## config.mk

```make
export PLATFORM = sky130hd
export DESIGN_NAME = ov7670_sccb_config_flat
export DESIGN_NICKNAME = d
export VERILOG_FILES = /design/src/rtl/ov7670_sccb_config_if.sv /design/src/rtl/ov7670_sccb_config.sv /design/src/flat_wrapper.sv
export SDC_FILE = /design/constraint.sdc
export NUM_CORES = 1
export LEC_CHECK = 0
export CORE_ASPECT_RATIO = 0.9
export CORE_MARGIN = 2
export CORE_UTILIZATION = 35
export CTS_CLUSTER_DIAMETER = 30
export DETAILED_ROUTE_END_ITERATION = 16
export GPL_TIMING_DRIVEN = 0
export PLACE_DENSITY = 0.51
export REMOVE_ABC_BUFFERS = 1
export SLEW_MARGIN = 20
export SYNTH_ARGS = -nofsm -noshare
export SYNTH_HDL_FRONTEND = slang
export SYNTH_SLANG_ARGS = --single-unit
```

## constraint.sdc

```tcl
create_clock -name clk -period 7.15 [get_ports clk]
set_input_delay 1.0725 -clock clk [delete_from_list [all_inputs] [get_ports clk]]
set_output_delay 1.0725 -clock clk [all_outputs]
set_load 0.05 [all_outputs]
```

## src/rtl/ov7670_sccb_config_if.sv

```systemverilog
// Signal bundle between the OV7670 configuration sequencer, its register LUT,
// the SCCB pins and the capture path status inputs.
interface ov7670_sccb_config_if;
  logic        reconfig;
  logic [7:0]  lut_index;
  logic [15:0] lut_data;
  logic        sccb_scl;
  logic        sccb_sda_oe;
  logic        busy;
  logic        config_done;

  modport master (
    input  reconfig,
    input  lut_data,
    output lut_index,
    output sccb_scl,
    output sccb_sda_oe,
    output busy,
    output config_done
  );

  modport slave (
    output reconfig,
    output lut_data,
    input  lut_index,
    input  sccb_scl,
    input  sccb_sda_oe,
    input  busy,
    input  config_done
  );
endinterface

```

## src/rtl/ov7670_sccb_config.sv

```systemverilog
// OV7670 power-up sequencer: walks the register LUT and issues one 3-phase SCCB
// write {DEV_ADDR, reg_addr, reg_data} per entry on open-drain SCL/SDA.
module ov7670_sccb_config #(
  parameter int          CLK_FREQ      = 25_000_000,
  parameter int          SCCB_FREQ     = 100_000,
  parameter int          LUT_SIZE      = 164,
  parameter logic [7:0]  DEV_ADDR      = 8'h42,
  parameter int          PWRUP_DLY_CYC = 25_000
) (
  input  logic                        clk,
  input  logic                        rst,
  ov7670_sccb_config_if.master        bus
);

  localparam int QTR = CLK_FREQ / (4 * SCCB_FREQ);
  localparam int QW  = (QTR > 1) ? $clog2(QTR) : 1;
  localparam int PW  = (PWRUP_DLY_CYC > 1) ? $clog2(PWRUP_DLY_CYC) : 1;

  localparam logic [QW-1:0] QTR_LAST  = QW'(QTR - 1);
  localparam logic [PW-1:0] PWR_LAST  = PW'(PWRUP_DLY_CYC - 1);
  localparam logic [7:0]    IDX_LAST  = 8'(LUT_SIZE - 1);
  localparam logic [4:0]    SLOT_LAST = 5'd26;
  localparam logic [3:0]    X_SLOT    = 4'd8;

  localparam logic [2:0] S_IDLE  = 3'd0;
  localparam logic [2:0] S_PWRUP = 3'd1;
  localparam logic [2:0] S_LOAD  = 3'd2;
  localparam logic [2:0] S_START = 3'd3;
  localparam logic [2:0] S_BITS  = 3'd4;
  localparam logic [2:0] S_STOP  = 3'd5;
  localparam logic [2:0] S_GAP   = 3'd6;
  localparam logic [2:0] S_DONE  = 3'd7;

  logic [2:0]    state_q, state_d;
  logic [QW-1:0] qcnt_q,  qcnt_d;
  logic [1:0]    phase_q, phase_d;
  logic [4:0]    slot_q,  slot_d;
  logic [3:0]    sub_q,   sub_d;
  logic [23:0]   shift_q, shift_d;
  logic [PW-1:0] pwr_q,   pwr_d;
  logic [7:0]    idx_q,   idx_d;
  logic          scl_q,   scl_d;
  logic          oe_q,    oe_d;

  logic running;
  logic tick;

  assign running = (state_q == S_START) || (state_q == S_BITS) ||
                   (state_q == S_STOP)  || (state_q == S_GAP);
  assign tick    = running && (qcnt_q == QTR_LAST);

  always_comb begin
    state_d = state_q;
    qcnt_d  = '0;
    phase_d = phase_q;
    slot_d  = slot_q;
    sub_d   = sub_q;
    shift_d = shift_q;
    pwr_d   = pwr_q;
    idx_d   = idx_q;
    scl_d   = 1'b1;
    oe_d    = 1'b0;

    if (running && !tick) begin
      qcnt_d = qcnt_q + 1'b1;
    end

    case (state_q)
      S_IDLE: begin
        pwr_d   = '0;
        state_d = S_PWRUP;
      end
      S_PWRUP: begin
        if (pwr_q == PWR_LAST) begin
          state_d = S_LOAD;
        end else begin
          pwr_d = pwr_q + 1'b1;
        end
      end
      S_LOAD: begin
        // lut_index has been stable for at least a cycle, so lut_data is settled
        shift_d = {DEV_ADDR, bus.lut_data};
        slot_d  = '0;
        sub_d   = '0;
        phase_d = '0;
        state_d = S_START;
      end
      S_START: begin
        if (tick) begin
          phase_d = phase_q + 2'd1;
          if (phase_q == 2'd3) begin
            state_d = S_BITS;
          end
        end
      end
      S_BITS: begin
        if (tick) begin
          phase_d = phase_q + 2'd1;
          if (phase_q == 2'd3) begin
            // X slots consume no data, so the shifter only advances after real bits
            if (sub_q != X_SLOT) begin
              shift_d = {shift_q[22:0], 1'b0};
            end
            sub_d = (sub_q == X_SLOT) ? 4'd0 : sub_q + 4'd1;
            if (slot_q == SLOT_LAST) begin
              state_d = S_STOP;
            end else begin
              slot_d = slot_q + 5'd1;
            end
          end
        end
      end
      S_STOP: begin
        if (tick) begin
          phase_d = phase_q + 2'd1;
          if (phase_q == 2'd3) begin
            state_d = S_GAP;
          end
        end
      end
      S_GAP: begin
        if (tick) begin
          phase_d = phase_q + 2'd1;
          if (phase_q == 2'd3) begin
            if (idx_q == IDX_LAST) begin
              state_d = S_DONE;
            end else begin
              idx_d   = idx_q + 8'd1;
              state_d = S_LOAD;
            end
          end
        end
      end
      S_DONE: begin
        if (bus.reconfig) begin
          idx_d   = '0;
          state_d = S_LOAD;
        end
      end
      default: begin
        state_d = S_IDLE;
      end
    endcase

    // Pin levels are decoded from next-state so they register glitch-free
    case (state_d)
      S_START: begin
        scl_d = (phase_d != 2'd3);
        oe_d  = (phase_d != 2'd0);
      end
      S_BITS: begin
        scl_d = (phase_d == 2'd1) || (phase_d == 2'd2);
        oe_d  = (sub_d != X_SLOT) && !shift_d[23];
      end
      S_STOP: begin
        scl_d = (phase_d != 2'd0);
        oe_d  = !phase_d[1];
      end
      default: begin
        scl_d = 1'b1;
        oe_d  = 1'b0;
      end
    endcase
  end

  always_ff @(posedge clk or posedge rst) begin
    if (rst) begin
      state_q <= S_IDLE;
      qcnt_q  <= '0;
      phase_q <= '0;
      slot_q  <= '0;
      sub_q   <= '0;
      shift_q <= '0;
      pwr_q   <= '0;
      idx_q   <= '0;
      scl_q   <= 1'b1;
      oe_q    <= 1'b0;
    end else begin
      state_q <= state_d;
      qcnt_q  <= qcnt_d;
      phase_q <= phase_d;
      slot_q  <= slot_d;
      sub_q   <= sub_d;
      shift_q <= shift_d;
      pwr_q   <= pwr_d;
      idx_q   <= idx_d;
      scl_q   <= scl_d;
      oe_q    <= oe_d;
    end
  end

  assign bus.lut_index   = idx_q;
  assign bus.sccb_scl    = scl_q;
  assign bus.sccb_sda_oe = oe_q;
  assign bus.busy        = (state_q != S_IDLE) && (state_q != S_DONE);
  assign bus.config_done = (state_q == S_DONE);

endmodule

```

## src/flat_wrapper.sv

```systemverilog
// flat-port wrapper written by rule: the top's interface ports become plain ports
module ov7670_sccb_config_flat 
#(
  parameter int          CLK_FREQ      = 25_000_000,
  parameter int          SCCB_FREQ     = 100_000,
  parameter int          LUT_SIZE      = 164,
  parameter logic [7:0]  DEV_ADDR      = 8'h42,
  parameter int          PWRUP_DLY_CYC = 25_000
)
  (clk, rst, bus_reconfig, bus_lut_data, bus_lut_index, bus_sccb_scl, bus_sccb_sda_oe, bus_busy, bus_config_done);
  ov7670_sccb_config_if bus_i ();
  input  logic clk;
  input  logic rst;
  input wire logic [$bits(bus_i.reconfig)-1:0] bus_reconfig;
  input wire logic [$bits(bus_i.lut_data)-1:0] bus_lut_data;
  output wire logic [$bits(bus_i.lut_index)-1:0] bus_lut_index;
  output wire logic [$bits(bus_i.sccb_scl)-1:0] bus_sccb_scl;
  output wire logic [$bits(bus_i.sccb_sda_oe)-1:0] bus_sccb_sda_oe;
  output wire logic [$bits(bus_i.busy)-1:0] bus_busy;
  output wire logic [$bits(bus_i.config_done)-1:0] bus_config_done;
  assign bus_i.reconfig = bus_reconfig;
  assign bus_i.lut_data = bus_lut_data;
  assign bus_lut_index = bus_i.lut_index;
  assign bus_sccb_scl = bus_i.sccb_scl;
  assign bus_sccb_sda_oe = bus_i.sccb_sda_oe;
  assign bus_busy = bus_i.busy;
  assign bus_config_done = bus_i.config_done;
  ov7670_sccb_config #(.CLK_FREQ(CLK_FREQ), .SCCB_FREQ(SCCB_FREQ), .LUT_SIZE(LUT_SIZE), .DEV_ADDR(DEV_ADDR), .PWRUP_DLY_CYC(PWRUP_DLY_CYC)) u_core (.clk(clk), .rst(rst), .bus(bus_i));
endmodule
```

==> results of run 1 <==
## layout make-up
type	instances	area share
clock buffers	10	0.0538
clock inverters	6	0.0141
inverters	10	0.00902
multi-input cells	299	0.420
flip-flops and latches	69	0.389
well taps	129	0.0364
repair buffers	32	0.0772
## per-layer routing
metal | routed length, µm | track usage | vias up
met5 | 0 | 0 | -
li1 | - | - | 1450
met1 | 4160 | 0.206 | 1392
met2 | 3540 | 0.233 | 28
met3 | 238 | 0.0467 | 8
met4 | 104 | 0.0507 | 0
## metrics by stage
step	area, µm²	total power, mW	hold WS (ns)	setup slack, ns	utilization
finish	4440	0.860	0.474	3.41	0.431
global route	4440	0.894	0.500	3.21	0.431
CTS	4440	0.876	0.478	3.33	0.431
detailed placement	4140	0.420	0.463	3.69	0.402
global placement	4080	0.418	0.459	2.97	0.397
floorplan	3620	0.404	0.446	4.27	-
## worst register-to-register path, cell delays in order (launching register included)
cell     delay (ns)
dfrtp_1        0.85
or3b_4         0.49
nor3_4         0.25
o21a_2         0.61
nor2_1         0.40
nand2_1        0.16
nand2_1        0.06
## cells in the final DEF (no fill, tap or decap), types with 9 or more instances in the layout
cell type / n
nor2_1: 37
nand4_1: 9
nor3_1: 13
inv_1: 9
clkbuf_16: 9
ha_1: 11
xnor2_1: 15
o21ai_0: 22
clkdlybuf4s50_1: 30
dfrtp_1: 68
a22oi_1: 16
nand2_1: 76
## worst paths after layout
check / end / from / slack (ns)
worst min-delay path: u_core.shift_q[4] / u_core.shift_q[4] / 0.47
worst max register to register: u_core.shift_q[15] / u_core.state_q[2] / 4.21
min in group asynchronous: u_core.shift_q[9] / rst / 1.05
max in group asynchronous: u_core.bus.sccb_scl / rst / 5.50
worst max-delay path: bus_busy / u_core.state_q[0] / 3.41
worst min register to register: u_core.shift_q[4] / u_core.shift_q[4] / 0.47
## kinds of logic (layout without fill, tap and decap cells)
logic type,after synthesis,in the layout,share of synthesized area
AOI/OAI and AO/OA,81,81,0.161
xor gates and xnor gates,23,23,0.0544
adders and majority gates,11,11,0.0372
buffers and inverters,28,58,0.0321
DFF,69,69,0.467
muxes,5,5,0.0149
and+or+nand+nor,179,179,0.234
## flip-flops by register name, indices dropped and copies added, names as in the netlist
signal,flops
u_core.shift_q,24
u_core.qcnt_q,6
u_core.pwr_q,15
u_core.slot_q,5
u_core.sub_q,4
u_core.bus.lut_index,8
u_core.bus.sccb_sda_oe,1
u_core.state_q,3
u_core.phase_q,2
u_core.bus.sccb_scl,1
## power breakdown
part           switching [mW]  internal (mW)  leakage (nW)
registers                   0          0.391         0.836
clock network           0.171          0.278         0.140
logic                  0.0104         0.0107         0.777
==> metrics, run 1 <==
ratio of final minimum period to clock period 0.523; # IOs 31; Crit-path slowest cell nor3_2; critical path peak fanout 26; vias 2878; clock transition at the registers of the reported paths 0.06 ns; min-delay worst type reg2reg; Least-Margin Pin Slew 0.966 ns; wire length of the first global-routing pass 13.8 mm; aggregate routed wire length 8.04 mm; dominant cells by area after synthesis dfrtp_1, nand2_1, nor2_1; number of buffers and inverters on the critical path 1; Post-Synthesis Cells 396; status finished, final reports clean; critical path, cell by cell nor3_2, nor2_1, clkdlybuf4s50_1; maximum ir drop on the vdd rail 0.000107 V; H-Tree Depth 3; most used standard cells in the synthesized netlist nand2_1, dfrtp_1, nor2_1; routed wire length per instance 14.5 µm; family of cells with the greatest summed delay on the critical path simple AND/OR/NAND/NOR gates; Netlist cell types 62; number of clock buffers inserted by TritonCTS 9; CTS max path bufs 2; Std-Cell Rows 35; total count of max-transition violations in the final report 0; top cell type by total area after synthesis dfrtp_1; maximum clock rate 268 MHz; synth-to-layout area growth 19.9%; number of cells traversed by the worst register-to-register path 6; crit path kind reg2out; count of final hold-check violations 0; final layout net count 451; mean number of vias per cell 5.19; post-route minimum period 3.74 ns; first drt pass iteration count 4; number of placed cells counting well taps 539; number of cells traversed by the worst hold path 2; data arrival time of the critical path 2.67 ns; mean post-synth cell area 9.35 µm²; proportion of layout cells with a drive suffix above 1 0.0962; # clock sinks 69; later-pin clock latency in the skew report 0.34 ns; number of standard cells in the layout, taps in and fillers out 555; post-route clock skew 0.00920 ns; CTS Root Buffer Type clkbuf_16; effective utilization at floorplan 0.360; top-area cell type share of the netlist area 0.459; number of antenna violations at the first check in global routing 0; clock tree from TritonCTS yes; die width 112 µm; required arrival time at the worst endpoint 6.08 ns; DRC violation count after routing 0; number of inserted filler cells in the final layout 998; number of cells on the critical path 3; core region area 0.0103 mm²; count of hold buffers inserted by post-cts repair 0; critical path capture point type output port; area occupied by multi-input gates 0.00187 mm²; GR Util All Layers 0.152; pin count of the biggest net entering global routing 48; leading register cell type out of synthesis dfrtp_1; sequential cell area in the final layout 0.00173 mm²; post-cts sizing count 0; total negative slack 0 ns; Die Span Y 102 µm; type of origin of the critical path register; count of buffers inserted at the top-level ports 30; full die area 0.0114 mm²; P_leak 1.75 nW; dpl hpwl 5.33 mm; leftover overflow at the end of global routing 0; RD Place Congestion 0.746; antenna-violating nets left 0; number of global-route vias before repair 2821; number of endpoints failing setup at the final stage 0; Post-synth EDFFs 0; Post-synth ARST share 1.00; drt initial violations 228; synthesis-stage register bit count 69; power density over the cells 194 mW/mm²; Largest stage delay, worst path 0.79 ns; RSZ-0062 raised after global routing no; maximum capacitance violations 0; most used standard cell by instance count after synthesis nand2_1; Post-CTS Setup Repair Bufs 0; share of synthesized area occupied by flip-flops and latches 0.467; cell area after technology mapping 0.00370 mm²; number of warning messages in the yosys log 0; number of antenna cells inserted 0; headroom to the max-slew limit 0.356
Power figures use the tool's default switching activity.
==> run 2: changes to the inputs <==
Clock period 7.15 ns to 3.6 ns, I/O delays scaled along.
==> results of run 2 <==
Same layout as run 1 (identical final DEF). Status: finished, final reports clean.
Main changes from that run: setup slack after placement 3.69 ns -> 0.204 ns; setup slack after layout 3.41 ns -> 0.395 ns; register-to-register setup slack 4.21 ns -> 0.66 ns; total power 0.860 mW -> 1.71 mW; worst IR drop on VDD 0.000107 V -> 0.000213 V
